### src/rtl/hw_sw_mmio_bridge_pkg.sv
// rtl/hw_sw_mmio_bridge_pkg.sv - register map constants shared by the MMIO bridge
package sw_if_pkg;

  localparam int ADDR_CTRL      = 0;
  localparam int ADDR_STATUS    = 1;
  localparam int ADDR_PORT_BASE = 2;

  localparam logic [1:0] CTRL_MODE_EXPERIMENT = 2'd2;

  // STATUS is {full, ovf, nonempty}, each field N_PORTS wide
  localparam int STATUS_NONEMPTY_OFS = 0;
  function automatic int status_ovf_ofs(input int n_ports);
    return n_ports;
  endfunction
  function automatic int status_full_ofs(input int n_ports);
    return 2 * n_ports;
  endfunction

endpackage

### src/rtl/hw_sw_mmio_bridge_if.sv
// rtl/hw_sw_mmio_bridge_if.sv - Avalon-MM slave bus between the HPS driver and the bridge
interface hw_sw_mmio_bridge_if #(
  parameter int ADDR_W = 4,
  parameter int DATA_W = 32
);
  logic              chipselect;
  logic              write;
  logic              read;
  logic [ADDR_W-1:0] address;
  logic [DATA_W-1:0] writedata;
  logic [DATA_W-1:0] readdata;

  modport master (output chipselect, write, read, address, writedata, input readdata);
  modport slave  (input chipselect, write, read, address, writedata, output readdata);
endinterface

### src/rtl/hw_sw_mmio_bridge_meta_fifo.sv
// rtl/hw_sw_mmio_bridge_meta_fifo.sv - synchronous egress metadata FIFO with head-of-queue output
module meta_fifo #(
  parameter int DATA_W = 32,
  parameter int DEPTH  = 8
) (
  input  logic              clk,
  input  logic              reset,
  input  logic              push_i,
  input  logic [DATA_W-1:0] data_i,
  input  logic              pop_i,
  output logic [DATA_W-1:0] head_o,
  output logic              full_o,
  output logic              empty_o,
  output logic              overflow_o
);
  localparam int PTR_W = $clog2(DEPTH);
  localparam int CNT_W = PTR_W + 1;

  logic [DATA_W-1:0] mem_q [DEPTH];
  logic [PTR_W-1:0]  wptr_q, wptr_d;
  logic [PTR_W-1:0]  rptr_q, rptr_d;
  logic [CNT_W-1:0]  count_q, count_d;
  logic              pop_ok, push_ok;

  assign empty_o    = (count_q == '0);
  assign full_o     = (count_q == CNT_W'(DEPTH));
  assign head_o     = mem_q[rptr_q];
  // A pop frees a slot in the same cycle, so a full FIFO still accepts a simultaneous push
  assign pop_ok     = pop_i && !empty_o;
  assign push_ok    = push_i && (!full_o || pop_ok);
  assign overflow_o = push_i && !push_ok;

  always_comb begin
    wptr_d  = push_ok ? wptr_q + 1'b1 : wptr_q;
    rptr_d  = pop_ok ? rptr_q + 1'b1 : rptr_q;
    count_d = count_q;
    if (push_ok && !pop_ok) count_d = count_q + 1'b1;
    else if (!push_ok && pop_ok) count_d = count_q - 1'b1;
  end

  always_ff @(posedge clk) begin
    if (reset) begin
      wptr_q  <= '0;
      rptr_q  <= '0;
      count_q <= '0;
    end else begin
      wptr_q  <= wptr_d;
      rptr_q  <= rptr_d;
      count_q <= count_d;
    end
  end

  always_ff @(posedge clk) begin
    if (push_ok) mem_q[wptr_q] <= data_i;
  end
endmodule

### src/rtl/hw_sw_mmio_bridge.sv
// rtl/hw_sw_mmio_bridge.sv - Avalon-MM slave: control register, per-port tx pulses, per-port egress FIFOs
module hw_sw_mmio_bridge
  import sw_if_pkg::*;
#(
  parameter int N_PORTS    = 4,
  parameter int DATA_W     = 32,
  parameter int ADDR_W     = 4,
  parameter int FIFO_DEPTH = 8
) (
  input  logic                        clk,
  input  logic                        reset,
  hw_sw_mmio_bridge_if.slave          bus,
  input  logic [N_PORTS-1:0]          in_valid,
  input  logic [N_PORTS*DATA_W-1:0]   in_data,
  output logic [N_PORTS-1:0]          out_valid,
  output logic [DATA_W-1:0]           out_data,
  output logic                        experimenting
);
  logic [DATA_W-1:0]    ctrl_q, ctrl_d;
  logic [DATA_W-1:0]    readdata_q, readdata_d;
  logic [N_PORTS-1:0]   out_valid_q, out_valid_d;
  logic [DATA_W-1:0]    out_data_q, out_data_d;
  logic [N_PORTS-1:0]   ovf_q, ovf_d;

  logic                 wr_en, rd_en, sel_ctrl, sel_status;
  logic [N_PORTS-1:0]   sel_port, pop, full, empty, ovf_evt, ovf_clr;
  logic [3*N_PORTS-1:0] status;
  logic [DATA_W-1:0]    head [N_PORTS];

  assign wr_en      = bus.chipselect && bus.write;
  assign rd_en      = bus.chipselect && bus.read;
  assign sel_ctrl   = (bus.address == ADDR_W'(ADDR_CTRL));
  assign sel_status = (bus.address == ADDR_W'(ADDR_STATUS));

  always_comb begin
    sel_port = '0;
    for (int i = 0; i < N_PORTS; i++)
      sel_port[i] = (bus.address == ADDR_W'(ADDR_PORT_BASE + i));
  end

  assign pop    = rd_en ? sel_port : '0;
  assign status = {full, ovf_q, ~empty};

  genvar g;
  generate
    for (g = 0; g < N_PORTS; g++) begin : g_fifo
      meta_fifo #(.DATA_W(DATA_W), .DEPTH(FIFO_DEPTH)) u_fifo (
        .clk        (clk),
        .reset      (reset),
        .push_i     (in_valid[g]),
        .data_i     (in_data[g*DATA_W +: DATA_W]),
        .pop_i      (pop[g]),
        .head_o     (head[g]),
        .full_o     (full[g]),
        .empty_o    (empty[g]),
        .overflow_o (ovf_evt[g])
      );
    end
  endgenerate

  // A same-cycle overflow beats a software clear so no drop goes unreported
  assign ovf_clr = (wr_en && sel_status) ? bus.writedata[N_PORTS +: N_PORTS] : '0;
  assign ovf_d   = (ovf_q & ~ovf_clr) | ovf_evt;
  assign ctrl_d  = (wr_en && sel_ctrl) ? bus.writedata : ctrl_q;

  always_comb begin
    out_valid_d = wr_en ? sel_port : '0;
    out_data_d  = (wr_en && |sel_port) ? bus.writedata : '0;
  end

  always_comb begin
    readdata_d = '0;
    if (rd_en) begin
      if (sel_ctrl) readdata_d = ctrl_q;
      else if (sel_status) readdata_d = DATA_W'(status);
      else begin
        for (int i = 0; i < N_PORTS; i++)
          if (sel_port[i] && !empty[i]) readdata_d = head[i];
      end
    end
  end

  always_ff @(posedge clk) begin
    if (reset) begin
      ctrl_q      <= '0;
      readdata_q  <= '0;
      out_valid_q <= '0;
      out_data_q  <= '0;
      ovf_q       <= '0;
    end else begin
      ctrl_q      <= ctrl_d;
      readdata_q  <= readdata_d;
      out_valid_q <= out_valid_d;
      out_data_q  <= out_data_d;
      ovf_q       <= ovf_d;
    end
  end

  assign bus.readdata  = readdata_q;
  assign out_valid     = out_valid_q;
  assign out_data      = out_data_q;
  assign experimenting = (ctrl_q[1:0] == CTRL_MODE_EXPERIMENT);
endmodule

### src/flat_wrapper.sv
// flat-port wrapper written by rule: the top's interface ports become plain ports
module hw_sw_mmio_bridge_flat import sw_if_pkg::*;
#(
  parameter int N_PORTS    = 4,
  parameter int DATA_W     = 32,
  parameter int ADDR_W     = 4,
  parameter int FIFO_DEPTH = 8
)
  (clk, reset, in_valid, in_data, out_valid, out_data, experimenting, bus_chipselect, bus_write, bus_read, bus_address, bus_writedata, bus_readdata);
  hw_sw_mmio_bridge_if #(.ADDR_W(ADDR_W), .DATA_W(DATA_W)) bus_i ();
  input  logic clk;
  input  logic reset;
  input  logic [N_PORTS-1:0] in_valid;
  input  logic [N_PORTS*DATA_W-1:0] in_data;
  output logic [N_PORTS-1:0] out_valid;
  output logic [DATA_W-1:0] out_data;
  output logic experimenting;
  input wire logic [$bits(bus_i.chipselect)-1:0] bus_chipselect;
  input wire logic [$bits(bus_i.write)-1:0] bus_write;
  input wire logic [$bits(bus_i.read)-1:0] bus_read;
  input wire logic [$bits(bus_i.address)-1:0] bus_address;
  input wire logic [$bits(bus_i.writedata)-1:0] bus_writedata;
  output wire logic [$bits(bus_i.readdata)-1:0] bus_readdata;
  assign bus_i.chipselect = bus_chipselect;
  assign bus_i.write = bus_write;
  assign bus_i.read = bus_read;
  assign bus_i.address = bus_address;
  assign bus_i.writedata = bus_writedata;
  assign bus_readdata = bus_i.readdata;
  hw_sw_mmio_bridge #(.N_PORTS(N_PORTS), .DATA_W(DATA_W), .ADDR_W(ADDR_W), .FIFO_DEPTH(FIFO_DEPTH)) u_core (.clk(clk), .reset(reset), .bus(bus_i), .in_valid(in_valid), .in_data(in_data), .out_valid(out_valid), .out_data(out_data), .experimenting(experimenting));
endmodule
### config.mk
export PLATFORM = sky130hd
export DESIGN_NAME = hw_sw_mmio_bridge_flat
export DESIGN_NICKNAME = d
export VERILOG_FILES = /design/src/rtl/hw_sw_mmio_bridge_pkg.sv /design/src/rtl/hw_sw_mmio_bridge_if.sv /design/src/rtl/hw_sw_mmio_bridge_meta_fifo.sv /design/src/rtl/hw_sw_mmio_bridge.sv /design/src/flat_wrapper.sv
export SDC_FILE = /design/constraint.sdc
export NUM_CORES = 1
export LEC_CHECK = 0
export CORE_MARGIN = 4
export CORE_UTILIZATION = 59
export CTS_CLUSTER_SIZE = 10
export DETAILED_ROUTE_END_ITERATION = 8
export PLACE_DENSITY = 0.81
export SLEW_MARGIN = 20
export SYNTH_ARGS = -nofsm -noshare
export SYNTH_HDL_FRONTEND = slang
export SYNTH_SLANG_ARGS = --single-unit
### constraint.sdc
create_clock -name clk -period 6.5 [get_ports clk]
set_input_delay 0.65 -clock clk [delete_from_list [all_inputs] [get_ports clk]]
set_output_delay 0.65 -clock clk [all_outputs]
set_load 0.01 [all_outputs]
=== Yosys cells after proc, flatten, opt, wreduce, memory -nomap -nowiden ===
Memory sizes are Yosys's and may differ from the RTL's. A register that Yosys moved wholly into a read port is not among the register bits.
Cells that the tools add are included.

* Add/subtract/negate cells: 16
* Equality and inequality tests: 10
* Reductions and logical operators: 62
* Mux-type cells: 32
* Bitwise operators: 7

{| class="wikitable"
|+ Operators with widths
! cell !! number
|-
| $mux 32 || 6
|-
| $mux 4 || 10
|-
| $logic_and 1x1->1 || 29
|-
| $add 3x1->3 const B || 8
|-
| $mux 3 || 8
|-
| $logic_not 4->1 || 5
|-
| $add 4x1->4 const B || 4
|-
| $eq 4x4->1 const B || 4
|-
| $logic_not 1->1 || 16
|-
| $sub 4x1->4 const B || 4
|-
| $eq 4x2->1 const B || 2
|-
| $eq 4x3->1 const B || 2
|-
| $mux 1 || 8
|-
| $not 4->4 || 2
|-
| $reduce_bool 2->1 || 4
|-
| $reduce_or 2->1 || 3
|-
| $and 4x4->4 || 1
|-
| $eq 4x1->1 const B || 1
|-
| $logic_or 1x1->1 || 4
|-
| $or 4x4->4 || 1
|-
| $reduce_or 4->1 || 1
|-
| $not 1->1 || 3
|-
| $eq 2x2->1 const B || 1
|}

* Logic and storage cells: 148
* Memories: 4
* Output and inout bits: 69
* Register bits: 144
* Bits in writable memories: 1,024
* Bits of input ports: 173

{| class="wikitable"
|+ Memories
! memory !! depth !! width !! read ports !! clocked after Yosys merged registers in !! write ports !! RTL line !! text
|-
| u_core.g_fifo[0].u_fifo.mem_q || 8 || 32 || 1 || 1 || 1 || hw_sw_mmio_bridge_meta_fifo.sv:19 || <nowiki>logic [DATA_W-1:0] mem_q [DEPTH];</nowiki>
|-
| u_core.g_fifo[1].u_fifo.mem_q || 8 || 32 || 1 || 1 || 1 || hw_sw_mmio_bridge_meta_fifo.sv:19 ||
|-
| u_core.g_fifo[2].u_fifo.mem_q || 8 || 32 || 1 || 1 || 1 || hw_sw_mmio_bridge_meta_fifo.sv:19 ||
|-
| u_core.g_fifo[3].u_fifo.mem_q || 8 || 32 || 1 || 1 || 1 || hw_sw_mmio_bridge_meta_fifo.sv:19 ||
|}

=== Logic depth before layout (Yosys ltp) ===
Gate-level depths: netlist of the first run.

* Depth in word-level cells: 9
* Mapped depth: 14
* Gate-level depth less buffers: 12

=== By module ===
From an unflattened synthesis of the first run, not the netlist that was laid out.

* Cell total of the unflattened synthesis: 2,340
* Area, all modules: 45,680.1 um^2

{| class="wikitable"
|+ Modules (own cells, without submodules)
! module !! times used !! cells an instance !! area each (um^2) !! sequential area each (um^2)
|-
| meta_fifo || 4 || 444 || 10,277.4 || 7,947.6
|-
| hw_sw_mmio_bridge || 1 || 564 || 4,570.6 || 2,082.0
|}

=== Worst setup path before layout of the first run ===
Ideal clock, no wire load.

* Path type: input to register
* Start point: input port bus_chipselect
* End point: memory u_core.g_fifo[1].u_fifo.mem_q[2][0], enable pin
* Setup time: 0.513 ns
* Path slack: 0.909 ns
* Buffers on the path: 2
* Stages on the path: 6
* Required time: 5.987 ns
* Arrival time: 5.078 ns
* Path through: clkbuf_1 -> and2_1 -> clkbuf_1 -> nand3_1 -> a21o_1 -> nor4b_1

* Cells in the longest elaborated chain, start to end: 7

{| class="wikitable"
|+ Ends and longest elaborated chain
! item !! RTL line !! text
|-
| from (decl) || flat_wrapper.sv:18 || <nowiki>input wire logic [$bits(bus_i.chipselect)-1:0] bus_chipselect;</nowiki>
|-
| $logic_and 1x1->1 || hw_sw_mmio_bridge.sv:31 || <nowiki>assign rd_en = bus.chipselect && bus.read;</nowiki>
|-
| $mux 4 || hw_sw_mmio_bridge.sv:41 || <nowiki>assign pop = rd_en ? sel_port : '0;</nowiki>
|-
| $logic_and 1x1->1 || hw_sw_mmio_bridge_meta_fifo.sv:29 || <nowiki>assign pop_ok = pop_i && !empty_o;</nowiki>
|-
| $logic_or 1x1->1 || hw_sw_mmio_bridge_meta_fifo.sv:30 || <nowiki>assign push_ok = push_i && (!full_o || pop_ok);</nowiki>
|-
| $logic_and 1x1->1 || hw_sw_mmio_bridge_meta_fifo.sv:30 ||
|-
| $mux 1 || hw_sw_mmio_bridge_meta_fifo.sv:54 || <nowiki>if (push_ok) mem_q[wptr_q] <= data_i;</nowiki>
|-
| $mux 1 (not written as such) || hw_sw_mmio_bridge_meta_fifo.sv:54 ||
|-
| to (decl) || hw_sw_mmio_bridge_meta_fifo.sv:19 ||
|}

No other way between the ends.

=== Worst setup path after layout of the first run ===
* Start point: input port bus_address[2]
* End point: register u_core.g_fifo[2].u_fifo.count_q[3]

* Cells in the longest elaborated chain, start to end: 8
* Elaborated cells between the ends (all ways): 11
* Classes of those cells: 1 x eq/ne; 2 x mux; 8 x reduce/logical

{| class="wikitable"
|+ Ends and longest elaborated chain
! item !! RTL line !! text
|-
| from (decl) || flat_wrapper.sv:21 || <nowiki>input wire logic [$bits(bus_i.address)-1:0] bus_address;</nowiki>
|-
| $eq 4x3->1 (*) || hw_sw_mmio_bridge.sv:38 || <nowiki>sel_port[i] = (bus.address == ADDR_W'(ADDR_PORT_BASE + i));</nowiki>
|-
| $mux 4 (*) || hw_sw_mmio_bridge.sv:41 ||
|-
| $logic_and 1x1->1 (*) || hw_sw_mmio_bridge_meta_fifo.sv:29 ||
|-
| $logic_or 1x1->1 || hw_sw_mmio_bridge_meta_fifo.sv:30 ||
|-
| $logic_and 1x1->1 || hw_sw_mmio_bridge_meta_fifo.sv:30 ||
|-
| $logic_not 1->1 || hw_sw_mmio_bridge_meta_fifo.sv:38 || <nowiki>else if (!push_ok && pop_ok) count_d = count_q - 1'b1;</nowiki>
|-
| $logic_and 1x1->1 || hw_sw_mmio_bridge_meta_fifo.sv:38 ||
|-
| $reduce_bool 2->1 (no line) || - ||
|-
| to (signal assigned) || hw_sw_mmio_bridge_meta_fifo.sv:49 || <nowiki>count_q <= count_d;</nowiki>
|-
| to (decl) || hw_sw_mmio_bridge_meta_fifo.sv:22 || <nowiki>logic [CNT_W-1:0] count_q, count_d;</nowiki>
|}

Mark *: on every way between the ends. The rest lies on a longest branch, timed or not.
A chain may end at the register's enable or synchronous reset.

==> reports/qor.yml, run 1 <==
outcome:
  run_status: "finished, final reports clean"
sta:
  clock.fmax_ghz: 0.266
  hold_viol: 0
  fin_ws_ns: 2.74
  rsz0062_at_grt: "false"
  setup_viol: 0
  slew_viol_final: 0
  tightest_slew_ns: 1.10
  timing.final.crit_share_pct: 57.9
  finalSetupTns_ns: 0
  period_needed_ns: 3.76
  clock_skew_ns: 0.0351
  holdWs_ns: 0.460
  relSlewSlack_pct: 26.2
cells_and_area:
  drive_above_1_share_pct: 19.8
  multi_input_area_um2: 10500
  fin_nets: 2789
  area_delta_synth_final_pct: 17.6
  seqCellArea_um2: 33900
  post-route-util_pct: 70.4
  fill_cells: 4339
grt:
  grt_pass1_wl_um: 167000
  grt_pass1_vias: 24300
  antenna_found_initial: 18
  gr-usage-all-layers_pct: 28.6
  grt_max_degree: 84
  grt-ovfl-total: 0
setup_path:
  setup.worst_path.end_class: "flop"
  crit_path_max_incr_delay_ns: 0.65
  path_cells: "clkdlybuf4s50_1 -> or3b_1 -> nor3_1 -> nand2_1 -> ha_1 -> inv_1 -> ha_1 -> a21o_1 -> a21oi_1 -> xnor2_1 -> or3_1 -> a21oi_1"
  critPathTopFamily: "simple AND/OR/NAND/NOR gates"
  start_kind: "input pin"
  critical_path_class: "input pin to flop"
  crit_cells: 12
  reg2reg_depth: 6
  ff2ff_setup_slack_ns: 2.76
  crit_slowest_cell: "nor3_1"
  worstPathMaxFanout: 10
  arrival_ns: 4.42
  cp.buffers_inverters: 2
  cp.required_ns: 7.16
  cp-startpoint: "bus_address[2]"
  rr_endpoint: "u_core.bus.readdata[23]"
synthesis:
  synth-edff-count: 1024
  syn_area_um2: 44800
  yosysWarnings: 0
  synth_seq_cells: 1180
  synth.distinct_cells: 57
  yosysSeqAreaShare_pct: 75.6
  avgSynthCellArea_um2: 19.7
  async_flop_share_pct: 0
  syn-num-nets: 2471
  ys.flop_type: "edfxtp_1"
  netlist_instances: 2274
die:
  die_w_um: 284
  io_pins: 242
  core_area_um2: 74800
  die_h_um: 284
  start_util_pct: 59.9
  design.die.area_um2: 80400
  rows: 100
clock_tree:
  root_buffer: "clkbuf_16"
  cts_tree: "yes"
  hold_buffers: 0
  insertion_delay_ns: 0.74
  cts_setup_buffers: 0
  cts_resized: 0
  cts.sinks: 1180
  h-tree-depth: 4
  cts_buffers: 137
  cts_buffer_depth: 3
  clk_pin_slew_ns: 0.06
routing:
  ant_nets: 0
  post-route-drc-count: 0
  routed_wl_um: 115000
  vias: 24200
  dr.pass1.iters: 6
  met3_length_um: 13700
  vias_per_cell: 6.58
  top_layer_used: "met5"
  wl_met2_um: 54300
  met1Wirelength_um: 41700
  initialDrtViolationCount: 3278
  wl_per_cell_um: 31.3
worst_hold_path:
  hp-class: "flop to flop"
  min_from: "u_core.ctrl_q[6]"
  hold_depth: 2
  whs_endpoint: "u_core.ctrl_q[6]"
pwr:
  p_int_uw: 13200
  vdd_drop_max_mv: 0.281
  power_density_nw_per_um2: 325
  finalPower_uw: 17100
  netSwitchingFraction_pct: 23.2
  clockPowerShare_pct: 41.0
  combPwrFrac_pct: 7.7
  p_switching_uw: 3980
  seq_power_share_pct: 51.3
  p_leak_uw: 0.0165
placement:
  hpwl_um: 69300
  place_congestion: 0.921
  portBuffers: 241
  pre_cts_ws_ns: 2.03
run:
  maxCapViolations: 0
layout by cell type (no fill, tap or decap), drive strengths merged, types with 8 or more instances in the layout:
| cell type | synthesis | layout |
|---|---|---|
| edfxtp | 1024 | 1024 |
| mux4 | 256 | 256 |
| nor2b | 19 | 19 |
| a22o | 20 | 20 |
| nor4 | 12 | 12 |
| inv | 14 | 22 |
| a211oi | 20 | 20 |
| clkinv | 0 | 8 |
| nand3 | 8 | 8 |
| nor2 | 87 | 87 |
| xor2 | 15 | 15 |
| nor3 | 40 | 40 |
| clkdlybuf4s50 | 0 | 240 |
| diode | 0 | 14 |
| o41ai | 13 | 13 |
| nand4 | 9 | 9 |
| nand2 | 118 | 118 |
| xnor2 | 13 | 13 |
| or3 | 13 | 13 |
| clkbuf | 47 | 220 |
| mux2i | 75 | 75 |
| o21ai | 17 | 17 |
| o22ai | 31 | 31 |
| a21oi | 77 | 77 |
| nand2b | 8 | 8 |
| dfxtp | 156 | 156 |
| ha | 20 | 20 |
| buf | 71 | 57 |
| and2 | 34 | 34 |
tightest hold or removal path, cell delays in order, from the launching register on:
cell     delay [ns]
dfxtp_1        0.30
nand2_1        0.05
a21oi_1        0.06
cell type report:
type | instances | share of cell area (%)
clock inverter | 18 | 0.641
antenna | 14 | 0.0665
clock buffer | 220 | 7.12
timing repair buffer | 297 | 5.50
inverter | 14 | 0.0998
multi-input combinational | 962 | 19.9
tap | 969 | 2.30
sequential | 1180 | 64.3
sequential cells by signal (all words and copies together) (netlist names), named ones only:
signal                        flops
u_core.g_fifo.u_fifo.mem_q     1024
u_core.ovf_q                      4
u_core.ctrl_q                    32
u_core.bus.readdata              32
u_core.g_fifo.u_fifo.wptr_q      12
u_core.out_valid                  4
u_core.g_fifo.u_fifo.rptr_q      12
u_core.out_data                  32
u_core.g_fifo.u_fifo.count_q     16
through the flow:
step	cells	cell area, µm²
after floorplan	2274	44800
after global placement	3418	48500
after detailed placement	3418	48500
after CTS	3656	52500
after global routing	3668	52700
final	3674	52700
power by group through the flow:
stage                     sequential [µW]  combinational (µW)  clock, µW
after floorplan                      8900                 690          0
after global placement               8900                1230          0
after detailed placement             8930                1280          0
after CTS                            8790                1300       7110
after global routing                 8820                1390       7470
final                                8790                1310       7030
Yosys cell counts (all sizes together), types with 4 or more instances:
cell     instances  area, µm²
a31oi            5       31.3
xnor2           13        114
or3             13       81.3
fa               4       80.1
o22ai           31        206
a22o            20        175
inv             14       52.6
a21oi           77        385
buf             71        405
mux4           256       5770
a211oi          20        150
a22oi            6       45.0
clkbuf          47        176
a21o             6       45.0
nand3            8       40.0
mux2             6       67.6
nor2b           19        119
dfxtp          156       3120
xor2            15        131
nand2          118        443
mux2i           75        751
a2111oi          5       62.6
and2            34        213
o41ai           13        114
o21ai           17       85.1
nor2            87        329
nor4            12       96.3
nand4            9       56.3
nor3            40        200
edfxtp        1024      30700
nand2b           8       50.1
ha              20        250
nor4b            4       35.0
logic make-up (layout without fill, tap and decap cells):
group                      after synthesis  count (layout)  synth area share [%]
muxes                                  337             337                  14.7
DFF                                   1180            1180                  75.6
AOI/OAI and AO/OA                      211             211                  3.11
and+or+nand+nor                        362             362                  3.90
xor gates and xnor gates                28              28                 0.547
adders and majority gates               24              24                 0.737
other                                    0              14                     0
buffers and inverters                  132             549                  1.42
worst max path at each step:
stage / endpoint / slack, ns
global route: u_core.g_fifo[2].u_fifo.count_q[3] / 2.51
floorplan: u_core.g_fifo[1].u_fifo.mem_q[2][0] / 0.91
global placement: u_core.g_fifo[2].u_fifo.mem_q[6][28] / 2.15
finish: u_core.g_fifo[2].u_fifo.count_q[3] / 2.74
CTS: u_core.g_fifo[2].u_fifo.mem_q[6][15] / 2.76
detailed placement: u_core.g_fifo[2].u_fifo.mem_q[6][25] / 2.03
per-layer routing:
metal,global-route usage [%],vias up
li1,-,9885
met1,38.8,12400
met2,43.4,1576
met3,9.34,271
met4,12.2,6
met5,0,-
No activity file was read; power rests on OpenSTA's default activity.
==> inputs of run 2 (changes only) <==
==> constraint.sdc (replaced) <==
create_clock -name clk -period 3.8 [get_ports clk]
set_input_delay 0.38 -clock clk [delete_from_list [all_inputs] [get_ports clk]]
set_output_delay 0.38 -clock clk [all_outputs]
set_load 0.01 [all_outputs]
==> run 2 against run 1 <==
  * Sequential power rose by 72%
  * Critical path depth stayed put
  * Combinational power grew 79%
  * Global-route usage rose by 0.081 points
  * Utilization is 0.88 points higher
  * Non-clock buffer count is 51 higher
  * Highest routed layer unchanged
==> reports/qor.yml, run 2 (same netlist as run 1, synthesis figures left out) <==
setup_path:
  start_kind: "flop"  # was input pin
  endpoint: "u_core.g_fifo[1].u_fifo.count_q[3]"  # was u_core.g_fifo[2].u_fifo.count_q[3]
  worstPathMaxFanout: 8  # was 10
  reg2reg_depth: 12  # was 6
  r2r-start: "u_core.g_fifo[1].u_fifo.count_q[0]"
  rr_endpoint: "u_core.g_fifo[1].u_fifo.count_q[3]"  # was u_core.bus.readdata[23]
  arrival_ns: 3.87  # was 4.42 ns
  setup.worst_path.end_class: "flop"  # unchanged
  cp.required_ns: 4.45  # was 7.16 ns
  cp-startpoint: "u_core.g_fifo[1].u_fifo.count_q[0]"  # was bus_address[2]
  critical_path_class: "flop to flop"  # was input pin to flop
  ff2ff_setup_slack_ns: 0.59  # was 2.76 ns
routing:
  post-route-drc-count: 0  # unchanged
  ant_nets: 0  # unchanged
  wl_per_cell_um: 30.9  # was 31.3 µm
  vias: 24500  # was 24,200
  vias_per_cell: 6.60  # was 6.58
  routed_wl_um: 114000  # was 115,000 µm
  initialDrtViolationCount: 3321  # was 3,278
  dr.pass1.iters: 5  # was 6
grt:
  antenna_found_initial: 20  # was 18
  grtUsageMet1_pct: 38.0  # was 38.8%
  gr-usage-met2_pct: 44.1  # was 43.4%
  grt-ovfl-total: 0  # unchanged
  gr-usage-all-layers_pct: 28.7  # was 28.6%
  grt_pass1_vias: 25000  # was 24,300
  grt_util_met3_pct: 9.11  # was 9.34%
  grt_pass1_wl_um: 169000  # was 167,000 µm
  grt_max_degree: 44  # was 84
  top_usage_layer: "met2"  # unchanged
pwr:
  clockPowerShare_pct: 40.6  # was 41.0%
  p_switching_uw: 6710  # was 3980 µW
  power_density_nw_per_um2: 549  # was 325 nW/µm²
  netSwitchingFraction_pct: 22.9  # was 23.2%
  vdd_drop_max_mv: 0.384  # was 0.281 mV
  combPwrFrac_pct: 8.0  # was 7.7%
  seq_power_share_pct: 51.4  # was 51.3%
  p_int_uw: 22600  # was 13,200 µW
  p_leak_uw: 0.0168  # was 0.0165 µW
  finalPower_uw: 29300  # was 17,100 µW
die:
  die_h_um: 284  # unchanged
  die_w_um: 284  # unchanged
  core_area_um2: 74800  # unchanged
  start_util_pct: 59.9  # unchanged
  rows: 100  # unchanged
  io_pins: 242  # unchanged
  design.die.area_um2: 80400  # unchanged
clock_tree:
  cts_setup_buffers: 0  # unchanged
  hold_buffers: 0  # unchanged
  cts_resized: 0  # unchanged
  cts_buffer_depth: 3  # unchanged
  h-tree-depth: 4  # unchanged
  root_buffer: "clkbuf_16"  # unchanged
  insertion_delay_ns: 0.75  # was 0.74 ns
  cts_tree: "yes"  # unchanged
  clk_pin_slew_ns: 0.06  # about the same
  cts.sinks: 1180  # unchanged
  cts_buffers: 138  # was 137
sta:
  holdWs_ns: 0.203  # was 0.460 ns
  setup_viol: 0  # unchanged
  clock_skew_ns: 0.0264  # was 0.0351 ns
  rsz0062_at_grt: "false"  # unchanged
  timing.final.crit_share_pct: 84.6
  period_needed_ns: 3.21
  hold_viol: 0  # unchanged
  slew_viol_final: 0  # unchanged
  tightest_slew_ns: 1.20  # was 1.10 ns
  clock.fmax_ghz: 0.311
  relSlewSlack_pct: 19.3  # was 26.2%
cells_and_area:
  fin_nets: 2841  # was 2,789
  drive_above_1_share_pct: 21.4  # was 19.8%
  largest_reg_flops: 1024  # unchanged
  layout_commonest_cell: "edfxtp_1"  # unchanged
  mostFrequentLayoutCells: "edfxtp_1, mux4_2, clkdlybuf4s50_1"  # unchanged
  max_flop_register: "u_core.g_fifo.u_fifo.mem_q"  # unchanged
  area_delta_synth_final_pct: 19.0  # was 17.6%
  fill_cells: 4184  # was 4,339
placement:
  hpwl_um: 70100  # was 69,300 µm
  portBuffers: 241  # unchanged
  place_congestion: 0.919  # was 0.921
outcome:
  run_status: "finished, final reports clean"  # unchanged
run:
  maxCapViolations: 0  # unchanged
worst_hold_path:
  hp-class: "input pin to flop"  # was flop to flop
==> run 2: critical path, cell delays in order, from the launching register on <==
cell	delay, ns
dfxtp_1	0.36
or4_1	0.69
nand3_1	0.28
a21o_1	0.17
inv_1	0.11
ha_1	0.22
inv_1	0.12
ha_1	0.25
a21o_1	0.17
a21oi_1	0.17
xnor2_1	0.11
or3_1	0.31
a21oi_1	0.16
==> run 2: power by group through the flow <==
stage          Sequential [µW]  Combinational (µW)  Clock (µW)
6_report                 15100                2340       11900
5_1_grt                  15100                2480       12600
4_1_cts                  15100                2320       12000
3_5_place_dp             15300                2280           0
3_3_place_gp             15200                2190           0
2_1_floorplan            15200                1190           0
==> run 2: cell type report <==
type / instances / area [µm²] / area share [%]
Inverter: 14 / 52.6 / 0.0985
Multi-Input combinational cell: 962 / 10600 / 19.9
Clock buffer: 207 / 3800 / 7.12
Timing Repair Buffer: 348 / 3540 / 6.63
Sequential cell: 1180 / 33900 / 63.5
Clock inverter: 17 / 218 / 0.408
Antenna cell: 11 / 27.5 / 0.0516
Tap cell: 969 / 1210 / 2.27
==> run 2: worst min-delay path by stage <==
stage	from	endpoint	slack, ns	cells after the start
3_3_place_gp	u_core.ctrl_q[29]	u_core.bus.readdata[29]	0.44	2
6_report	reset	u_core.bus.readdata[2]	0.20	5
5_1_grt	reset	u_core.bus.readdata[0]	0.19	5
2_1_floorplan	u_core.ctrl_q[13]	u_core.bus.readdata[13]	0.42	2
4_1_cts	reset	u_core.bus.readdata[0]	0.14	5
3_5_place_dp	u_core.ctrl_q[28]	u_core.bus.readdata[28]	0.45	2
==> run 2: metrics by stage <==
stage          setup WS, ns  setup TNS, ns  instance area (µm²)  std cells  utilization, %
4_1_cts               0.670              0                53300       3697            71.3
3_5_place_dp         0.0368              0                49300       3473            65.9
6_report              0.587              0                53300       3708            71.3
3_3_place_gp          0.119              0                49300       3473            65.9
5_1_grt               0.433              0                53300       3700            71.3
2_1_floorplan        -0.402         -77.20                44900       2274               -
==> run 2: per-layer routing <==
metal / up-vias / wire length, µm
met5: - / 85
met4: 14 / 5500
met3: 271 / 13200
met2: 1657 / 54700
met1: 12600 / 40900
li1: 9969 / -
